==> config.mk <==
export PLATFORM = sky130hd
export DESIGN_NAME = multicycle_ctrl_flat
export DESIGN_NICKNAME = d
export VERILOG_FILES = /design/src/rtl/ctrl_pkg.sv /design/src/rtl/multicycle_ctrl_if.sv /design/src/rtl/alu_decode.sv /design/src/rtl/multicycle_ctrl.sv /design/src/flat_wrapper.sv
export SDC_FILE = /design/constraint.sdc
export NUM_CORES = 1
export LEC_CHECK = 0
export BUFFER_PORTS_ARGS = -buffer_cell sky130_fd_sc_hd__buf_4
export CAP_MARGIN = 20
export CORE_ASPECT_RATIO = 0.5
export CORE_MARGIN = 2
export CORE_UTILIZATION = 53
export CTS_CLUSTER_SIZE = 20
export DETAILED_ROUTE_END_ITERATION = 10
export PLACE_DENSITY = 0.86
export SYNTH_ARGS = -nofsm -noshare
export SYNTH_HDL_FRONTEND = slang
export SYNTH_SLANG_ARGS = --single-unit
export TNS_END_PERCENT = 50
==> constraint.sdc <==
create_clock -name clk -period 3.1 [get_ports clk]
set_clock_uncertainty 0.15 [all_clocks]
set_input_delay 0.155 -clock clk [delete_from_list [all_inputs] [get_ports clk]]
set_output_delay 0.155 -clock clk [all_outputs]
set_load 0.02 [all_outputs]
==> src/rtl/ctrl_pkg.sv <==
// Shared encodings for the RV64I multi-cycle controller: states, ALU ops,
// opcode/funct constants and trap causes.
package ctrl_pkg;

   typedef enum logic [2:0] {
      FETCH  = 3'd0,
      DECODE = 3'd1,
      EXEC   = 3'd2,
      MEM    = 3'd3,
      WB     = 3'd4,
      TRAP   = 3'd5
   } state_t;

   typedef enum logic [1:0] {
      CAUSE_NONE    = 2'd0,
      CAUSE_ILLEGAL = 2'd1,
      CAUSE_TIMEOUT = 2'd2
   } cause_t;

   localparam logic [3:0] ALU_ADD  = 4'd0;
   localparam logic [3:0] ALU_SUB  = 4'd1;
   localparam logic [3:0] ALU_AND  = 4'd2;
   localparam logic [3:0] ALU_OR   = 4'd3;
   localparam logic [3:0] ALU_XOR  = 4'd4;
   localparam logic [3:0] ALU_SLL  = 4'd5;
   localparam logic [3:0] ALU_SRL  = 4'd6;
   localparam logic [3:0] ALU_SRA  = 4'd7;
   localparam logic [3:0] ALU_SLT  = 4'd8;
   localparam logic [3:0] ALU_SLTU = 4'd9;

   localparam logic [6:0] OP_R      = 7'b0110011;
   localparam logic [6:0] OP_IMM    = 7'b0010011;
   localparam logic [6:0] OP_LOAD   = 7'b0000011;
   localparam logic [6:0] OP_STORE  = 7'b0100011;
   localparam logic [6:0] OP_BRANCH = 7'b1100011;

   localparam logic [2:0] F3_ADDSUB = 3'b000;
   localparam logic [2:0] F3_SLL    = 3'b001;
   localparam logic [2:0] F3_SR     = 3'b101;
   localparam logic [2:0] F3_D      = 3'b011;
   localparam logic [2:0] F3_BEQ    = 3'b000;

   localparam logic [6:0] F7_BASE = 7'b0000000;
   localparam logic [6:0] F7_ALT  = 7'b0100000;
   // Immediate shifts: upper six funct7 bits only, bit 0 is shamt[5]
   localparam logic [5:0] F6_BASE = 6'b000000;
   localparam logic [5:0] F6_ALT  = 6'b010000;

   function automatic logic [3:0] baseAluOp(input logic [2:0] f3);
      case (f3)
         3'b000:  return ALU_ADD;
         3'b001:  return ALU_SLL;
         3'b010:  return ALU_SLT;
         3'b011:  return ALU_SLTU;
         3'b100:  return ALU_XOR;
         3'b101:  return ALU_SRL;
         3'b110:  return ALU_OR;
         default: return ALU_AND;
      endcase
   endfunction

endpackage

==> src/rtl/multicycle_ctrl_if.sv <==
// Control bundle between the multi-cycle controller (master) and the shared
// datapath / fetch unit (slave).
interface multicycle_ctrl_if;
   logic        instr_valid;
   logic [31:0] instr;
   logic        alu_zero;
   logic        mem_ready;
   logic        instr_ready;
   logic        rf_read_en;
   logic [4:0]  rs1;
   logic [4:0]  rs2;
   logic [4:0]  rd;
   logic [3:0]  alu_op;
   logic        alu_src;
   logic        mem_read;
   logic        mem_write;
   logic        mem_to_reg;
   logic        reg_write;
   logic        pc_write;
   logic        pc_src;
   logic        trap;
   logic [1:0]  trap_cause;
   logic [2:0]  state;
   logic [63:0] instret;

   modport master (
      input  instr_valid, instr, alu_zero, mem_ready,
      output instr_ready, rf_read_en, rs1, rs2, rd, alu_op, alu_src,
             mem_read, mem_write, mem_to_reg, reg_write, pc_write, pc_src,
             trap, trap_cause, state, instret
   );

   modport slave (
      output instr_valid, instr, alu_zero, mem_ready,
      input  instr_ready, rf_read_en, rs1, rs2, rd, alu_op, alu_src,
             mem_read, mem_write, mem_to_reg, reg_write, pc_write, pc_src,
             trap, trap_cause, state, instret
   );
endinterface

==> src/rtl/alu_decode.sv <==
// Combinational RV64I decode of {opcode, funct3, funct7} into ALU op, operand
// select and legality; zero latency, no handshake.
module alu_decode
   import ctrl_pkg::*;
(
   input  logic [6:0] opcode,
   input  logic [2:0] funct3,
   input  logic [6:0] funct7,
   output logic [3:0] aluOp,
   output logic       aluSrc,
   output logic       legal
);

   always_comb begin
      aluOp  = ALU_ADD;
      aluSrc = 1'b0;
      legal  = 1'b0;
      case (opcode)
         OP_R: begin
            aluOp = baseAluOp(funct3);
            if (funct7 == F7_BASE) begin
               legal = 1'b1;
            end else if (funct7 == F7_ALT && (funct3 == F3_ADDSUB || funct3 == F3_SR)) begin
               legal = 1'b1;
               aluOp = (funct3 == F3_ADDSUB) ? ALU_SUB : ALU_SRA;
            end
         end
         OP_IMM: begin
            aluSrc = 1'b1;
            aluOp  = baseAluOp(funct3);
            case (funct3)
               F3_SLL: legal = (funct7[6:1] == F6_BASE);
               F3_SR: begin
                  if (funct7[6:1] == F6_BASE) begin
                     legal = 1'b1;
                  end else if (funct7[6:1] == F6_ALT) begin
                     legal = 1'b1;
                     aluOp = ALU_SRA;
                  end
               end
               default: legal = 1'b1;
            endcase
         end
         OP_LOAD, OP_STORE: begin
            aluSrc = 1'b1;
            legal  = (funct3 == F3_D);
         end
         OP_BRANCH: begin
            aluOp = ALU_SUB;
            legal = (funct3 == F3_BEQ);
         end
         default: ;
      endcase
   end

endmodule

==> src/rtl/multicycle_ctrl.sv <==
// Sequences one RV64I instruction at a time: 3 cycles BEQ, 4 R/I/SD, 5+ LD.
// Accepts instr only in FETCH; MEM waits for mem_ready up to MEM_TIMEOUT cycles.
module multicycle_ctrl
   import ctrl_pkg::*;
#(
   parameter int MEM_TIMEOUT = 16
)
(
   input logic               clk,
   input logic               rst_n,
   multicycle_ctrl_if.master bus
);

   localparam int CW = $clog2(MEM_TIMEOUT + 1);
   localparam logic [CW-1:0] WAIT_LAST = CW'(MEM_TIMEOUT - 1);

   state_t          curState;
   cause_t          cause;
   logic [31:0]     ir;
   logic [63:0]     instretCnt;
   logic [CW-1:0]   waitCnt;

   logic [6:0] opcode;
   logic [2:0] funct3;
   logic [6:0] funct7;
   logic [3:0] decOp;
   logic       decSrc;
   logic       decLegal;
   logic       isLd;
   logic       isSd;
   logic       isBeq;
   logic       rdNonZero;

   assign opcode    = ir[6:0];
   assign funct3    = ir[14:12];
   assign funct7    = ir[31:25];
   assign isLd      = (opcode == OP_LOAD);
   assign isSd      = (opcode == OP_STORE);
   assign isBeq     = (opcode == OP_BRANCH);
   assign rdNonZero = (ir[11:7] != 5'd0);

   alu_decode uDecode (
      .opcode (opcode),
      .funct3 (funct3),
      .funct7 (funct7),
      .aluOp  (decOp),
      .aluSrc (decSrc),
      .legal  (decLegal)
   );

   always_ff @(posedge clk or negedge rst_n) begin
      if (!rst_n) begin
         curState   <= FETCH;
         cause      <= CAUSE_NONE;
         ir         <= '0;
         instretCnt <= '0;
         waitCnt    <= '0;
      end else begin
         case (curState)
            FETCH: begin
               if (bus.instr_valid) begin
                  ir       <= bus.instr;
                  curState <= DECODE;
               end
            end
            DECODE: begin
               if (decLegal) begin
                  curState <= EXEC;
               end else begin
                  cause    <= CAUSE_ILLEGAL;
                  curState <= TRAP;
               end
            end
            EXEC: begin
               if (isBeq) begin
                  instretCnt <= instretCnt + 64'd1;
                  curState   <= FETCH;
               end else if (isLd || isSd) begin
                  waitCnt  <= '0;
                  curState <= MEM;
               end else begin
                  curState <= WB;
               end
            end
            MEM: begin
               // Ready on the final allowed cycle still completes the access
               if (bus.mem_ready) begin
                  if (isSd) begin
                     instretCnt <= instretCnt + 64'd1;
                     curState   <= FETCH;
                  end else begin
                     curState <= WB;
                  end
               end else if (waitCnt == WAIT_LAST) begin
                  cause    <= CAUSE_TIMEOUT;
                  curState <= TRAP;
               end else begin
                  waitCnt <= waitCnt + CW'(1);
               end
            end
            WB: begin
               instretCnt <= instretCnt + 64'd1;
               curState   <= FETCH;
            end
            TRAP: curState <= TRAP;
            default: curState <= FETCH;
         endcase
      end
   end

   assign bus.instr_ready = (curState == FETCH);
   assign bus.rf_read_en  = (curState == DECODE);
   assign bus.rs1         = ir[19:15];
   assign bus.rs2         = ir[24:20];
   assign bus.rd          = ir[11:7];
   assign bus.alu_op      = (curState == EXEC) ? decOp : ALU_ADD;
   assign bus.alu_src     = (curState == EXEC) && decSrc;
   assign bus.mem_read    = (curState == MEM) && isLd;
   assign bus.mem_write   = (curState == MEM) && isSd;
   assign bus.mem_to_reg  = (curState == WB) && isLd;
   assign bus.reg_write   = (curState == WB) && rdNonZero;
   assign bus.pc_write    = ((curState == EXEC) && isBeq) ||
                            ((curState == MEM) && isSd && bus.mem_ready) ||
                            (curState == WB);
   assign bus.pc_src      = (curState == EXEC) && isBeq && bus.alu_zero;
   assign bus.trap        = (curState == TRAP);
   assign bus.trap_cause  = cause;
   assign bus.state       = curState;
   assign bus.instret     = instretCnt;

endmodule

==> src/flat_wrapper.sv <==
// flat-port wrapper written by rule: the top's interface ports become plain ports
module multicycle_ctrl_flat import ctrl_pkg::*;
#(
   parameter int MEM_TIMEOUT = 16
)
  (clk, rst_n, bus_instr_valid, bus_instr, bus_alu_zero, bus_mem_ready, bus_instr_ready, bus_rf_read_en, bus_rs1, bus_rs2, bus_rd, bus_alu_op, bus_alu_src, bus_mem_read, bus_mem_write, bus_mem_to_reg, bus_reg_write, bus_pc_write, bus_pc_src, bus_trap, bus_trap_cause, bus_state, bus_instret);
  multicycle_ctrl_if bus_i ();
  input logic clk;
  input logic rst_n;
  input wire logic [$bits(bus_i.instr_valid)-1:0] bus_instr_valid;
  input wire logic [$bits(bus_i.instr)-1:0] bus_instr;
  input wire logic [$bits(bus_i.alu_zero)-1:0] bus_alu_zero;
  input wire logic [$bits(bus_i.mem_ready)-1:0] bus_mem_ready;
  output wire logic [$bits(bus_i.instr_ready)-1:0] bus_instr_ready;
  output wire logic [$bits(bus_i.rf_read_en)-1:0] bus_rf_read_en;
  output wire logic [$bits(bus_i.rs1)-1:0] bus_rs1;
  output wire logic [$bits(bus_i.rs2)-1:0] bus_rs2;
  output wire logic [$bits(bus_i.rd)-1:0] bus_rd;
  output wire logic [$bits(bus_i.alu_op)-1:0] bus_alu_op;
  output wire logic [$bits(bus_i.alu_src)-1:0] bus_alu_src;
  output wire logic [$bits(bus_i.mem_read)-1:0] bus_mem_read;
  output wire logic [$bits(bus_i.mem_write)-1:0] bus_mem_write;
  output wire logic [$bits(bus_i.mem_to_reg)-1:0] bus_mem_to_reg;
  output wire logic [$bits(bus_i.reg_write)-1:0] bus_reg_write;
  output wire logic [$bits(bus_i.pc_write)-1:0] bus_pc_write;
  output wire logic [$bits(bus_i.pc_src)-1:0] bus_pc_src;
  output wire logic [$bits(bus_i.trap)-1:0] bus_trap;
  output wire logic [$bits(bus_i.trap_cause)-1:0] bus_trap_cause;
  output wire logic [$bits(bus_i.state)-1:0] bus_state;
  output wire logic [$bits(bus_i.instret)-1:0] bus_instret;
  assign bus_i.instr_valid = bus_instr_valid;
  assign bus_i.instr = bus_instr;
  assign bus_i.alu_zero = bus_alu_zero;
  assign bus_i.mem_ready = bus_mem_ready;
  assign bus_instr_ready = bus_i.instr_ready;
  assign bus_rf_read_en = bus_i.rf_read_en;
  assign bus_rs1 = bus_i.rs1;
  assign bus_rs2 = bus_i.rs2;
  assign bus_rd = bus_i.rd;
  assign bus_alu_op = bus_i.alu_op;
  assign bus_alu_src = bus_i.alu_src;
  assign bus_mem_read = bus_i.mem_read;
  assign bus_mem_write = bus_i.mem_write;
  assign bus_mem_to_reg = bus_i.mem_to_reg;
  assign bus_reg_write = bus_i.reg_write;
  assign bus_pc_write = bus_i.pc_write;
  assign bus_pc_src = bus_i.pc_src;
  assign bus_trap = bus_i.trap;
  assign bus_trap_cause = bus_i.trap_cause;
  assign bus_state = bus_i.state;
  assign bus_instret = bus_i.instret;
  multicycle_ctrl #(.MEM_TIMEOUT(MEM_TIMEOUT)) u_core (.clk(clk), .rst_n(rst_n), .bus(bus_i));
endmodule
==> flow_results.org <==
** Run status
- The flow ran to the end, and the final reports show no timing, DRC or antenna violations.

** Yosys
- The cell area that synthesis handed to floorplanning was 5170 um^2.
- Seq/Total Area, Yosys :: 51.3%
- Gate count after technology mapping :: 473
- EDFF count, synth :: 0
- The number of nets handed over by synthesis was 513.
- Synth cell types :: 56
- Async set or reset register ratio after synthesis :: 100%
- Mean Syn Cell Area :: 10.9 um^2
- Most frequently used flop master after synthesis :: sky130_fd_sc_hd__dfrtp_1
- Count of warnings emitted by yosys :: 0
- Synthesis inferred 106 register bits.

** Final layout
- Non-filler instance count after layout :: 765
- Fin nets :: 665
- Summing all flip-flop and latch instances after layout gives 2650 um^2.
- Fillers :: 661
- Cells with a size suffix above 1 make up 31.3% of the layout.
- Util after Layout :: 72.2%
- Summing all multi-input logic gate instances after layout gives 2290 um^2.
- The repair_antennas step left the layout with diodes totalling 0.
- Layout area overhead :: 32.2%
- The library cell used most frequently in the layout, excluding fill and tap cells, is sky130_fd_sc_hd__buf_4.
- Most frequent cells in the layout :: sky130_fd_sc_hd__buf_4, sky130_fd_sc_hd__dfrtp_1, sky130_fd_sc_hd__xnor2_1

** Global route
- The initial antenna violation count was 0.
- Entering global routing, the biggest net connects 57 pins.
- Total GRT Usage :: 25.6%
- The first global-routing pass estimated 20.9 mm of wire.
- Via count of the first global-routing pass :: 4126
- Gr ovfl total :: 0

** Placed design
- Count of input and output buffers :: 134
- Cell Count Post-Placement :: 716
- GP Congestion :: 0.832
- DP HPWL :: 8.62 mm

** Setup path
- At the worst endpoint, the required time is 2.79 ns.
- Endpoint class of the critical path :: output pin
- Start-to-end type of the worst setup path :: register to output pin
- STA puts the critical path data arrival time at 2.58 ns.
- Critical Path Start Type :: register
- Measured in cells, the most critical reg-to-reg path has a length of 6.
- Critical-path maximum fanout :: 10

** Min path
- The min-delay analysis places its worst path in the category input pin to register.
- The worst hold path was traced through 3 stages.

** Clock tree
- Number of CTS-inserted buffers :: 9
- The tree is rooted in a sky130_fd_sc_hd__clkbuf_16.
- Buffers added to address setup during post-CTS repair amount to 0.
- The clock net in this run drives a total of 106 sinks.
- TritonCTS built the clock tree.
- Later-pin clock latency in the skew report :: 0.36 ns
- The H-tree was split into 3 levels.
- CTS-repair resized insts :: 0
- Number of buffers on the longest clock path :: 2
- Clock slew at reported path FFs :: 0.07 ns

** Pwr
- IR drop worst, VDD :: 0.000331 V
- Leakage :: 3.02 nW
- After layout, the design draws a total of 4.46 mW.
- Power per cell area :: 652 nW/um^2

** Floorplanning
- Die Ht :: 73.9 um
- Horizontal die dimension :: 144 um
- Count of pins on the block boundary :: 135
- Initial Utilization :: 54.6%
- Row generation in the floorplan step produced 25 rows.
- DIE AREA :: 10600 um^2
- The core region is 9480 um^2.

** STA
- Setup repair after global routing left no endpoint under its margin.
- Max Clk Rate :: 347 MHz
- Crit share post-route :: 93.0%
- The number of slew-limit violations in the final report is 0.
- Total count of hold-check failures in the final report :: 0
- The worst pin sits at a relative slew slack of 50.9%.
- Subtracting the final worst setup slack from the clock period gives 2.88 ns.
- Adding up every negative setup slack in the final design gives 0 ns.
- Setup violations remaining at the end of the flow were counted as 0.
- Hold slack :: 0.0429 ns
- Transition time of the tightest slew-check pin :: 0.737 ns

** Detailed routing
- For this run, design rule violations remaining after detail routing come to 0.
- The first TritonRoute pass finished after 5 iterations.
- For this block, the initial DRC count from the detailed router was 248.
- After detailed routing, the number of vias per cell comes to 5.61.
- Once detail routing completed, the nets flagged for antenna violations numbered 0.
- Total via count in the routed design :: 4293
- Detailed Route WL :: 13.1 mm
- After detailed routing, the average wire length per cell comes to 17.1 um.

** Job
- Max-cap violations in this run came to 0.
## cells by family (layout without fill, tap and decap cells)
logic type	count (synthesis)	after routing	synth area share [%]
simple gates	190	190	20.8
flops	106	106	51.3
xor+xnor	64	64	10.8
buf+inv	45	202	4.60
compound gates	33	33	4.86
mux	31	31	6.75
fa+ha+maj	4	4	0.919
## registers in the layout, summed over array words and instances (netlist names)
signal,count
u_core.waitCnt,5
u_core.bus.trap_cause,2
u_core.bus.state,3
u_core.bus.instret,64
u_core.ir,32
## path summary, 6_finish.rpt
kind                                             start                     end  slack, ns
worst max-delay path               u_core.bus.state[0]            bus_pc_write       0.22
worst min-delay path                     bus_mem_ready     u_core.bus.state[2]       0.04
worst max register to register     u_core.bus.state[0]  u_core.bus.instret[55]       0.39
worst min register to register  u_core.bus.instret[13]  u_core.bus.instret[13]       0.34
max in group asynchronous                        rst_n     u_core.bus.state[0]       1.82
min in group asynchronous                        rst_n  u_core.bus.instret[60]       0.25
## metal layers
metal	wire [um]	share of wire (%)	track usage (%)
met1	5550	42	33.5
met2	6490	50	42.4
met3	704	5.4	5.22
met4	320	2.4	10.3
met5	0	0	0
## final cells by class
cell class / count / area share (%)
sequential: 106 / 38.8
inverter: 12 / 0.658
clock buffer: 10 / 3.35
timing repair buffer: 174 / 20.5
tap: 135 / 2.47
clock inverter: 6 / 0.732
multi-input combinational: 322 / 33.5
## critical path, cell delays in order, from the launching register on
cell and delay [ns]:
sky130_fd_sc_hd__dfrtp_1 0.47, sky130_fd_sc_hd__or3b_1 0.46, sky130_fd_sc_hd__o41a_1 0.55, sky130_fd_sc_hd__and2_1 0.33
sky130_fd_sc_hd__clkinv_1 0.23, sky130_fd_sc_hd__buf_4 0.18
## cell usage after synthesis (2+ instances only)
cell type                     n  area (um^2)
sky130_fd_sc_hd__clkbuf_1    14         52.6
sky130_fd_sc_hd__nor3_1       8         40.0
sky130_fd_sc_hd__buf_4       16          120
sky130_fd_sc_hd__xor2_1      11         96.3
sky130_fd_sc_hd__and3_1      17          106
sky130_fd_sc_hd__and4_1      11         96.3
sky130_fd_sc_hd__a21oi_1      6         30.0
sky130_fd_sc_hd__and2_1       8         50.1
sky130_fd_sc_hd__a2111oi_0    3         26.3
sky130_fd_sc_hd__or4_1        2         15.0
sky130_fd_sc_hd__nand3b_1     2         15.0
sky130_fd_sc_hd__nor3b_1      3         22.5
sky130_fd_sc_hd__a31oi_1      4         25.0
sky130_fd_sc_hd__or2_2        2         12.5
sky130_fd_sc_hd__nand4_1     33          206
sky130_fd_sc_hd__nand3_1     26          130
sky130_fd_sc_hd__nor2_1      20         75.1
sky130_fd_sc_hd__o21ai_0      6         30.0
sky130_fd_sc_hd__nor4_1       9         56.3
sky130_fd_sc_hd__inv_1       11         41.3
sky130_fd_sc_hd__ha_1         3         37.5
sky130_fd_sc_hd__nand2_1     36          135
sky130_fd_sc_hd__nand4bb_1    2         22.5
sky130_fd_sc_hd__xnor2_1     53          464
sky130_fd_sc_hd__dfrtp_1    106         2650
sky130_fd_sc_hd__mux2_2      31          349
## through the flow
step                      area, um^2  worst slack, ns
after floorplan                 5170            0.414
after global placement          6230            0.520
after detailed placement        6230            0.427
after CTS                       6840            0.226
after global routing            6840           0.0745
final                           6840            0.218
## power by group
| group | total [mW] | switching, mW | internal (mW) |
|---|---|---|---|
| clock network | 1.10 | 0.542 | 0.554 |
| logic | 1.40 | 0.722 | 0.673 |
| registers | 1.97 | 0.305 | 1.66 |
| total | 4.46 | 1.57 | 2.89 |
## timing repair
action | 4_1_cts | 5_1_grt
hold buffers | 33 | 0
hold endpoints to repair | 87 | 0
setup endpoints to repair | 0 | 0
Note: power is estimated with default switching activity, not from simulation.
